==> src/rtl/outlier_stream_drain.sv <==
// outlier_stream_drain
//   Drains the DROR controller's outlier-index FIFO (standard read mode,
//   1-cycle read latency) and re-emits the indices as one AXI4-Stream frame.
//   The frame ends with tlast once the controller reports done and the FIFO
//   has stayed quiet for SETTLE_CYCLES. A frame with no outliers is a single
//   marker beat (tdata all ones, tuser=1).
//
// Ports
//   i_clock            system clock
//   i_reset            synchronous, active-high reset
//   i_fifo_empty       controller FIFO empty
//   i_fifo_dout[N]     controller FIFO data, valid the cycle after o_fifo_rd_en
//   o_fifo_rd_en       controller FIFO read strobe
//   i_ctrl_done        controller finished (level, held until reset)
//   o_m_axis_tdata[N]  outlier index / marker
//   o_m_axis_tvalid    stream valid
//   i_m_axis_tready    stream ready
//   o_m_axis_tlast     final beat of the frame
//   o_m_axis_tuser     1 = empty-frame marker beat
//   o_outlier_count    beats accepted downstream, marker excluded (saturating)
//   o_finished         frame fully transferred, sticky until reset
//
// Build option
//   OUTLIER_STREAM_STATS_EN adds o_stall_cycles and o_underrun_cycles.
//
// States
//   S_RUN    | draining, controller still validating
//   S_SETTLE | controller done, waiting for the FIFO to stay empty
//   S_LAST   | no more input; emit the tlast beat (or the marker)
//   S_DONE   | frame complete, finished=1
module outlier_stream_drain #(
  parameter int N             = 16,
  parameter int SETTLE_CYCLES = 2
) (
  input  logic           i_clock,
  input  logic           i_reset,
  input  logic           i_fifo_empty,
  input  logic [N-1:0]   i_fifo_dout,
  output logic           o_fifo_rd_en,
  input  logic           i_ctrl_done,
  output logic [N-1:0]   o_m_axis_tdata,
  output logic           o_m_axis_tvalid,
  input  logic           i_m_axis_tready,
  output logic           o_m_axis_tlast,
  output logic           o_m_axis_tuser,
  output logic [2*N-1:0] o_outlier_count,
  output logic           o_finished
`ifdef OUTLIER_STREAM_STATS_EN
  ,
  output logic [2*N-1:0] o_stall_cycles,
  output logic [2*N-1:0] o_underrun_cycles
`endif
);

  typedef enum logic [1:0] {
    S_RUN    = 2'd0,
    S_SETTLE = 2'd1,
    S_LAST   = 2'd2,
    S_DONE   = 2'd3
  } state_t;

  localparam logic [3:0]     SETTLE_LOAD = 4'(SETTLE_CYCLES);
  localparam logic [2*N-1:0] CNT_ONE     = {{(2*N-1){1'b0}}, 1'b1};

  state_t         r_state;
  state_t         w_state_nxt;
  logic [3:0]     r_settle_cnt;
  logic [3:0]     w_settle_nxt;
  logic [N-1:0]   r_buf [2];
  logic           r_head;
  logic [1:0]     r_occ;
  logic           r_inflight;
  logic [2*N-1:0] r_count;

  logic w_draining;
  logic w_lookahead;
  logic w_rd_en;
  logic w_xfer;
  logic w_push;
  logic w_pop;

  assign w_draining  = (r_state == S_RUN) || (r_state == S_SETTLE);
  // A second entry must be known to exist before the head goes out with
  // tlast=0, since tlast cannot be revised once tvalid is up.
  assign w_lookahead = (r_occ == 2'd2) || ((r_occ == 2'd1) && r_inflight) || !i_fifo_empty;
  assign w_rd_en     = w_draining && !i_fifo_empty && ((r_occ + {1'b0, r_inflight}) < 2'd2);

  always_comb begin
    o_m_axis_tvalid = 1'b0;
    o_m_axis_tlast  = 1'b0;
    o_m_axis_tuser  = 1'b0;
    o_m_axis_tdata  = '0;
    case (r_state)
      S_RUN, S_SETTLE: begin
        if ((r_occ != 2'd0) && w_lookahead) begin
          o_m_axis_tvalid = 1'b1;
          o_m_axis_tdata  = r_buf[r_head];
        end
      end
      S_LAST: begin
        o_m_axis_tvalid = 1'b1;
        if (r_occ == 2'd0) begin
          o_m_axis_tdata = '1;
          o_m_axis_tlast = 1'b1;
          o_m_axis_tuser = 1'b1;
        end else begin
          o_m_axis_tdata = r_buf[r_head];
          o_m_axis_tlast = (r_occ == 2'd1);
        end
      end
      default: ;
    endcase
  end

  assign w_xfer = o_m_axis_tvalid && i_m_axis_tready;
  assign w_pop  = w_xfer && (r_occ != 2'd0);
  assign w_push = r_inflight;

  always_comb begin
    w_state_nxt  = r_state;
    w_settle_nxt = r_settle_cnt;
    case (r_state)
      S_RUN: begin
        if (i_ctrl_done) begin
          w_state_nxt  = S_SETTLE;
          w_settle_nxt = SETTLE_LOAD;
        end
      end
      S_SETTLE: begin
        if (!i_fifo_empty || r_inflight) begin
          w_settle_nxt = SETTLE_LOAD;
        end else if (r_settle_cnt == 4'd0) begin
          w_state_nxt = S_LAST;
        end else begin
          w_settle_nxt = r_settle_cnt - 4'd1;
        end
      end
      S_LAST: begin
        if (w_xfer && o_m_axis_tlast) w_state_nxt = S_DONE;
      end
      default: ;
    endcase
  end

  always_ff @(posedge i_clock) begin
    if (i_reset) begin
      r_state      <= S_RUN;
      r_settle_cnt <= '0;
      r_buf[0]     <= '0;
      r_buf[1]     <= '0;
      r_head       <= 1'b0;
      r_occ        <= 2'd0;
      r_inflight   <= 1'b0;
      r_count      <= '0;
    end else begin
      r_state      <= w_state_nxt;
      r_settle_cnt <= w_settle_nxt;
      r_inflight   <= w_rd_en;
      // Write slot is the one after the head when one entry is already held.
      if (w_push) r_buf[r_head ^ r_occ[0]] <= i_fifo_dout;
      if (w_pop) r_head <= ~r_head;
      case ({w_push, w_pop})
        2'b10:   r_occ <= r_occ + 2'd1;
        2'b01:   r_occ <= r_occ - 2'd1;
        default: ;
      endcase
      if (w_xfer && !o_m_axis_tuser && (r_count != '1)) r_count <= r_count + CNT_ONE;
    end
  end

  assign o_fifo_rd_en    = w_rd_en;
  assign o_outlier_count = r_count;
  assign o_finished      = (r_state == S_DONE);

`ifdef OUTLIER_STREAM_STATS_EN
  logic [2*N-1:0] r_stall;
  logic [2*N-1:0] r_underrun;

  always_ff @(posedge i_clock) begin
    if (i_reset) begin
      r_stall    <= '0;
      r_underrun <= '0;
    end else begin
      if (o_m_axis_tvalid && !i_m_axis_tready && (r_stall != '1)) r_stall <= r_stall + CNT_ONE;
      if (w_draining && (r_occ != 2'd0) && !w_lookahead && (r_underrun != '1))
        r_underrun <= r_underrun + CNT_ONE;
    end
  end

  assign o_stall_cycles    = r_stall;
  assign o_underrun_cycles = r_underrun;
`endif

endmodule

==> config.mk <==
export PLATFORM = sky130hd
export DESIGN_NAME = outlier_stream_drain
export DESIGN_NICKNAME = d
export VERILOG_FILES = /design/src/rtl/outlier_stream_drain.sv
export SDC_FILE = /design/constraint.sdc
export NUM_CORES = 1
export LEC_CHECK = 0
export CAP_MARGIN = 20
export CORE_UTILIZATION = 57
export DETAILED_ROUTE_END_ITERATION = 6
export DONT_BUFFER_PORTS = 1
export PLACE_DENSITY_LB_ADDON = 0.15
export SLEW_MARGIN = 5
export SYNTH_ARGS = -nofsm -noshare
export SYNTH_HDL_FRONTEND = slang
export SYNTH_SLANG_ARGS = --single-unit
==> constraint.sdc <==
create_clock -name i_clock -period 2.2 [get_ports i_clock]
set_clock_uncertainty 0.15 [all_clocks]
set_input_delay 0.55 -clock i_clock [delete_from_list [all_inputs] [get_ports i_clock]]
set_output_delay 0.55 -clock i_clock [all_outputs]
set_load 0.05 [all_outputs]
==> flow_metrics.env, run 1 <==
export IMPL_grt_pass1_wl_mm=19.5
export IMPL_preCtsSetupSlack_ps=-170
export IMPL_grt_use_total_pct=36.6
export IMPL_outcome="finished, violations left"
export IMPL_dp_cells=525
export IMPL_netlist_instances=380
export IMPL_worstMarginPinSlew_ps=660
export IMPL_crit_type="reg -> reg"
export IMPL_firstDrtPassIters=7
export IMPL_peakVddDrop_mv=0.674
export IMPL_cp_end_kind="flip-flop"
export IMPL_ys_warn_count=0
export IMPL_clock_fmax_mhz=371
export IMPL_ys_seq_area_share_pct=47.6
export IMPL_synth_edf_count=32
export IMPL_crit_buf_inv=5
export IMPL_h_tree_depth=3
export IMPL_path_max_fanout=6
export IMPL_avgSynthCellArea_sq_um=10.1
export IMPL_antenna_found_initial=0
export IMPL_drive_gt1_share_pct=46.8
export IMPL_nets=513
export IMPL_cts_root_buf="clkbuf_8"
export IMPL_async_flop_share_pct=0
export IMPL_netSwitchingFraction_pct=39.7
export IMPL_p_per_area_mw_per_mm2=961
export IMPL_timing_final_hold_violations=0
export IMPL_crit_path_cell_trace="inv_4 > ha_4 > nand2_4 > buf_4 > a311oi_4 > buf_4 > o211ai_4 > buf_6 > buf_6 > nor3_2 > xnor2_1 > nor2_1"
export IMPL_coreArea_sq_mm=0.00642
export IMPL_nFillCells=213
export IMPL_max_slew_margin_pct=55.9
export IMPL_setup_viol=57
export IMPL_rsz0062_at_grt="yes"
export IMPL_num_vias=3643
export IMPL_grt_pass1_vias=3670
export IMPL_start_util_pct=59.6
export IMPL_syn_nets=413
export IMPL_grt_max_degree=48
export IMPL_grt_overflow_total=0
export IMPL_cts_clk_slew_worst_paths_ps=80
export IMPL_drc=10
export IMPL_syn2layout_area_growth_pct=53.8
export IMPL_hold_ws_ps=108
export IMPL_switchingPower_mw=2.24
export IMPL_startpoint_type="flip-flop"
export IMPL_io_buffers=0
export IMPL_final_period_utilization_pct=122
export IMPL_drv_slew=0
export IMPL_cts_tree="done"
export IMPL_p_seq_share_pct=30.9
export IMPL_layout_cells_non_filler=562
export IMPL_die_area_sq_mm=0.00704
export IMPL_cp_required_ps=2280
export IMPL_clock_sinks=75
export IMPL_cap_violations=0
export IMPL_clk_insertion_delay_late_ps=350
export IMPL_combPwrFrac_pct=50.5
export IMPL_crit_slowest_cell="a311oi_4"
export IMPL_cts_made_buffers=9
export IMPL_final_setup_tns_ps=-19520
export IMPL_drtIter0Drc=401
export IMPL_cts_max_path_buffers=2
export IMPL_synth_cell_types=49
export IMPL_diodes=0
export IMPL_die_h_um=83.9
export IMPL_internal_power_mw=3.41
export IMPL_ioPinCount=74
export IMPL_worstPathArrival_ps=2780
export IMPL_via_per_inst=6.48
export IMPL_rows=29
export IMPL_crit_family="buffers and inverters"
export IMPL_die_width_um=83.9
export IMPL_synth_ff_type="dfxtp_1"
export IMPL_routed_wl_mm=13.8
export IMPL_leakagePower_nw=2.13
export IMPL_netlist_area_sq_mm=0.00383
export IMPL_slowest_delay_ps=420
export IMPL_min_period_ps=2690
export IMPL_yosys_register_bits=75
export IMPL_clock_power_share_pct=18.6
export IMPL_postRouteAntennaNets=0
export IMPL_failed_checks="design-rule violations, negative setup slack"
export IMPL_setup_ws_ps=-493
export IMPL_place_congestion=0.852
export IMPL_wire_per_inst_um=24.6
export IMPL_hpwl_mm=6.64
export IMPL_min_path_type="in -> reg"
==> Yosys cell counts, types with 8 or more instances <==
cell	count	share of area, %
nor4_1	11	1.8
nand3_1	14	1.8
ha_1	12	3.9
clkbuf_1	12	1.2
edfxtp_1	32	25
xnor2_1	29	6.6
nand2_1	14	1.4
inv_1	12	1.2
nor3_1	11	1.4
nor2_1	47	4.6
and4_1	8	1.8
and2_1	35	5.7
dfxtp_1	43	22
a21oi_1	21	2.7
mux2i_1	18	4.7
==> what timing repair did <==
action	4_1_cts	5_1_grt
gates resized for setup	65	22
gates cloned	3	0
pin swaps	38	17
hold buffers	0	0
setup buffers	11	8
setup endpoints to repair	36	58
==> per-layer routing <==
| metal | share of wire (%) | global-route usage [%] |
|---|---|---|
| met2 | 52 | 66.2 |
| met5 | 0 | 0 |
| met3 | 8.9 | 6.92 |
| met4 | 3.9 | 15.7 |
| met1 | 35 | 42.0 |
==> through the flow <==
step,instance area [sq um],power (mW),utilization [%]
finish,5890,5.66,91.6
global route,5890,5.82,91.6
CTS,5720,5.37,89.1
detailed placement,5020,3.97,78.2
global placement,5020,3.88,78.2
floorplan,4130,3.16,-
==> kinds of logic after synthesis <==
kind of cell | synth area share [%]
AO/OA/AOI/OAI | 7.13
XOR/XNOR | 7.78
adder cells (fa/ha/maj) | 3.92
buffers and inverters | 3.07
flip-flops | 47.6
multiplexers | 5.40
AND/OR/NAND/NOR | 25.1
==> final cells by class <==
| class | instances | area [sq um] | share of cell area (%) |
|---|---|---|---|
| repair buffers | 105 | 1130 | 19.2 |
| flip-flops and latches | 75 | 1870 | 31.7 |
| inverters | 12 | 55.1 | 0.935 |
| clock buffers | 10 | 128 | 2.17 |
| clock inverters | 6 | 57.6 | 0.978 |
| well taps | 77 | 96.3 | 1.64 |
| multi-input cells | 277 | 2550 | 43.3 |
==> registers in the layout, summed over array words and instances, names as in the netlist, named ones only <==
signal / count
r_settle_cnt: 4
r_state: 2
r_occ: 2
r_buf: 32
r_head: 1
o_outlier_count: 32
r_inflight: 1
==> cell usage in the layout (no fill, tap or decap), types with 3 or more instances in the layout <==
master,synthesis,layout
buf_4,1,73
nor2_1,47,44
and2_1,35,35
edfxtp_1,32,32
xnor2_1,29,26
dfxtp_2,0,25
buf_12,0,21
mux2i_1,18,18
a21oi_4,0,15
nand2_1,14,14
dfxtp_1,43,14
nand3_1,14,13
nor4_4,1,12
clkbuf_8,0,9
and4_1,8,8
buf_6,1,8
inv_1,12,7
ha_1,12,7
nor3_4,0,6
xor2_1,5,5
and3_1,5,5
nand4_1,5,5
ha_4,0,5
inv_4,0,4
a21oi_1,21,4
nor3_2,1,4
dfxtp_4,0,4
nor2b_1,3,3
o21ai_0,3,3
xnor2_2,0,3
nor4b_4,0,3
==> path summary, 6_finish.rpt <==
| kind | slack (ps) | startpoint | cells after the start | endpoint |
|---|---|---|---|---|
| hold / removal | 110 | i_reset | 1 | r_inflight$_SDFF_PP0_ |
| setup reg to reg | -490 | r_occ[1]$_SDFFE_PP0P_ | 12 | o_outlier_count[5]$_SDFFE_PP0P_ |
| setup / recovery | -490 | r_occ[1]$_SDFFE_PP0P_ | 12 | o_outlier_count[5]$_SDFFE_PP0P_ |
| hold reg to reg | 390 | r_settle_cnt[1]$_SDFFE_PP0P_ | 2 | r_settle_cnt[1]$_SDFFE_PP0P_ |
==> worst register-to-register path: stages, from the launching register on <==
cell and delay, ps:
dfxtp_2 360, inv_4 90, ha_4 150, nand2_4 60
buf_4 150, a311oi_4 420, buf_4 210, o211ai_4 170
buf_6 190, buf_6 130, nor3_2 220, xnor2_1 180
nor2_1 90
==> power by group through the flow <==
stage | logic [mW] | clock network (mW) | registers [mW]
3_5_place_dp | 2.23 | 0 | 1.73
3_3_place_gp | 2.16 | 0 | 1.72
2_1_floorplan | 1.41 | 0 | 1.75
4_1_cts | 2.62 | 1.03 | 1.72
6_report | 2.86 | 1.05 | 1.75
5_1_grt | 2.96 | 1.11 | 1.75
Note: power is estimated with default switching activity, not from simulation.
==> run 2, diff against run 1 <==
- CAP_MARGIN: 20 -> default
- CORE_MARGIN: default -> 3
==> run 2 against run 1 <==
Cell count increased by 2.3%. The flow finishes with violations (negative setup slack). Die area increased by 9.8%. Worst setup slack got worse by 58 ps. Sequential power about the same. Wire length increased by 30%. Count of clock-buffer cells in the layout unchanged. Maximum frequency decreased by 2.1%. Via count increased by 14%. Critical endpoint is now o_m_axis_tdata[7].
==> flow_metrics.env, run 2 (synthesis results as in run 1) <==
export IMPL_crit_slowest_cell="dfxtp_2"
export IMPL_grt_overflow_total=0
export IMPL_cts_root_buf="clkbuf_8"
export IMPL_rsz0062_at_grt="yes"
export IMPL_cts_max_path_buffers=2
export IMPL_rows=29
export IMPL_placed_area_sq_mm=0.00497
export IMPL_crit_family="compound AO/OA/AOI/OAI gates"
export IMPL_most_common_layout_cells="buf_4, nor2_1, and2_1, edfxtp_1, buf_6"
export IMPL_cp_end_kind="primary output"
export IMPL_diodes=0
export IMPL_die_area_sq_mm=0.00773
export IMPL_nFillCells=89
export IMPL_clk_insertion_delay_late_ps=370
export IMPL_leakagePower_nw=2.24
export IMPL_setup_ws_ps=-550
export IMPL_dp_cells=524
export IMPL_hpwl_mm=6.44
export IMPL_p_per_area_mw_per_mm2=1010
export IMPL_cts_clk_slew_worst_paths_ps=80
export IMPL_peakVddDrop_mv=0.953
export IMPL_syn2layout_area_growth_pct=63.2
export IMPL_grt_pass1_vias=3542
export IMPL_preCtsSetupSlack_ps=-85.8
export IMPL_outcome="finished, violations left"
export IMPL_power_mw=6.30
export IMPL_drv_slew=0
export IMPL_cap_violations=0
export IMPL_start_util_pct=59.6
export IMPL_firstDrtPassIters=6
export IMPL_drtIter0Drc=470
export IMPL_grt_max_degree=48
export IMPL_hold_ws_ps=109
export IMPL_failed_checks="negative setup slack"
export IMPL_clock_fmax_mhz=364
export IMPL_path_max_fanout=6
export IMPL_nets=526
export IMPL_grt_pass1_wl_mm=19.3
export IMPL_crit_type="reg -> out"
export IMPL_final_setup_tns_ps=-22100
export IMPL_grt_use_total_pct=33.3
export IMPL_min_period_ps=2750
export IMPL_antenna_found_initial=0
export IMPL_crit_path_cell_trace="inv_1 > ha_4 > nor2_4 > a311oi_4 > o21bai_4 > clkbuf_16 > a21oi_4 > buf_12"
export IMPL_finish_utilization_pct=97.2
export IMPL_die_width_um=87.9
export IMPL_ioPinCount=74
export IMPL_num_vias=4152
export IMPL_layout_commonest_cell="buf_4"
export IMPL_cp_required_ps=1500
export IMPL_via_per_inst=7.22
export IMPL_setup_viol=59
export IMPL_fin_area_sq_mm=0.00624
export IMPL_crit_buf_inv=3
export IMPL_coreArea_sq_mm=0.00642
export IMPL_timing_final_hold_violations=0
export IMPL_h_tree_depth=3
export IMPL_startpoint_type="flip-flop"
export IMPL_drive_gt1_share_pct=50.6
export IMPL_place_congestion=0.830
export IMPL_wire_per_inst_um=31.2
export IMPL_worstMarginPinSlew_ps=995
export IMPL_slowest_delay_ps=350
export IMPL_io_buffers=0
export IMPL_min_path_type="in -> reg"
export IMPL_cts_tree="done"
export IMPL_postRouteAntennaNets=0
export IMPL_cts_made_buffers=9
export IMPL_holdBufCountCts=0
export IMPL_clock_sinks=75
export IMPL_worstPathArrival_ps=2050
export IMPL_drc=0
export IMPL_final_period_utilization_pct=125
export IMPL_layout_cells_non_filler=575
export IMPL_die_h_um=87.9
export IMPL_routed_wl_mm=18.0
export IMPL_max_slew_margin_pct=33.6
==> run 2: worst paths after layout <==
path | slack [ps] | startpoint | cells after the start | endpoint
max | -550 | r_state[0]$_SDFFE_PP0P_ | 8 | o_m_axis_tdata[7]
min | 110 | i_reset | 1 | r_occ[0]$_SDFFE_PP0P_
max reg2reg | -470 | r_occ[1]$_SDFFE_PP0P_ | 13 | o_outlier_count[9]$_SDFFE_PP0P_
min reg2reg | 430 | r_settle_cnt[1]$_SDFFE_PP0P_ | 2 | r_settle_cnt[1]$_SDFFE_PP0P_
==> run 2: cell type report <==
| class | count | area (sq um) | area share, % |
|---|---|---|---|
| Clock buffer | 10 | 128 | 2.04 |
| Clock inverter | 6 | 80.1 | 1.28 |
| Inverter | 12 | 60.1 | 0.962 |
| Multi-Input combinational cell | 278 | 2710 | 43.4 |
| Sequential cell | 75 | 1870 | 29.9 |
| Tap cell | 77 | 96.3 | 1.54 |
| Timing Repair Buffer | 117 | 1300 | 20.9 |
==> run 2: power breakdown <==
group | internal, mW | leakage, nW | switching (mW)
logic | 1.49 | 1.44 | 1.84
registers | 1.61 | 0.695 | 0.150
clock network | 0.631 | 0.101 | 0.572
total | 3.74 | 2.24 | 2.57
==> run 2: per-layer routing <==
layer  wire (um)  track usage, %
met3        2150            7.15
met5           0               0
met4        1530            13.2
met2        8560            57.0
met1        5710            40.8
==> run 2: timing repair <==
action,4_1_cts,5_1_grt
pin swaps,37,35
resized for setup,67,74
endpoints found under the hold margin,0,0
setup buffers,13,21
gates cloned,4,0
endpoints found under the setup margin,35,58
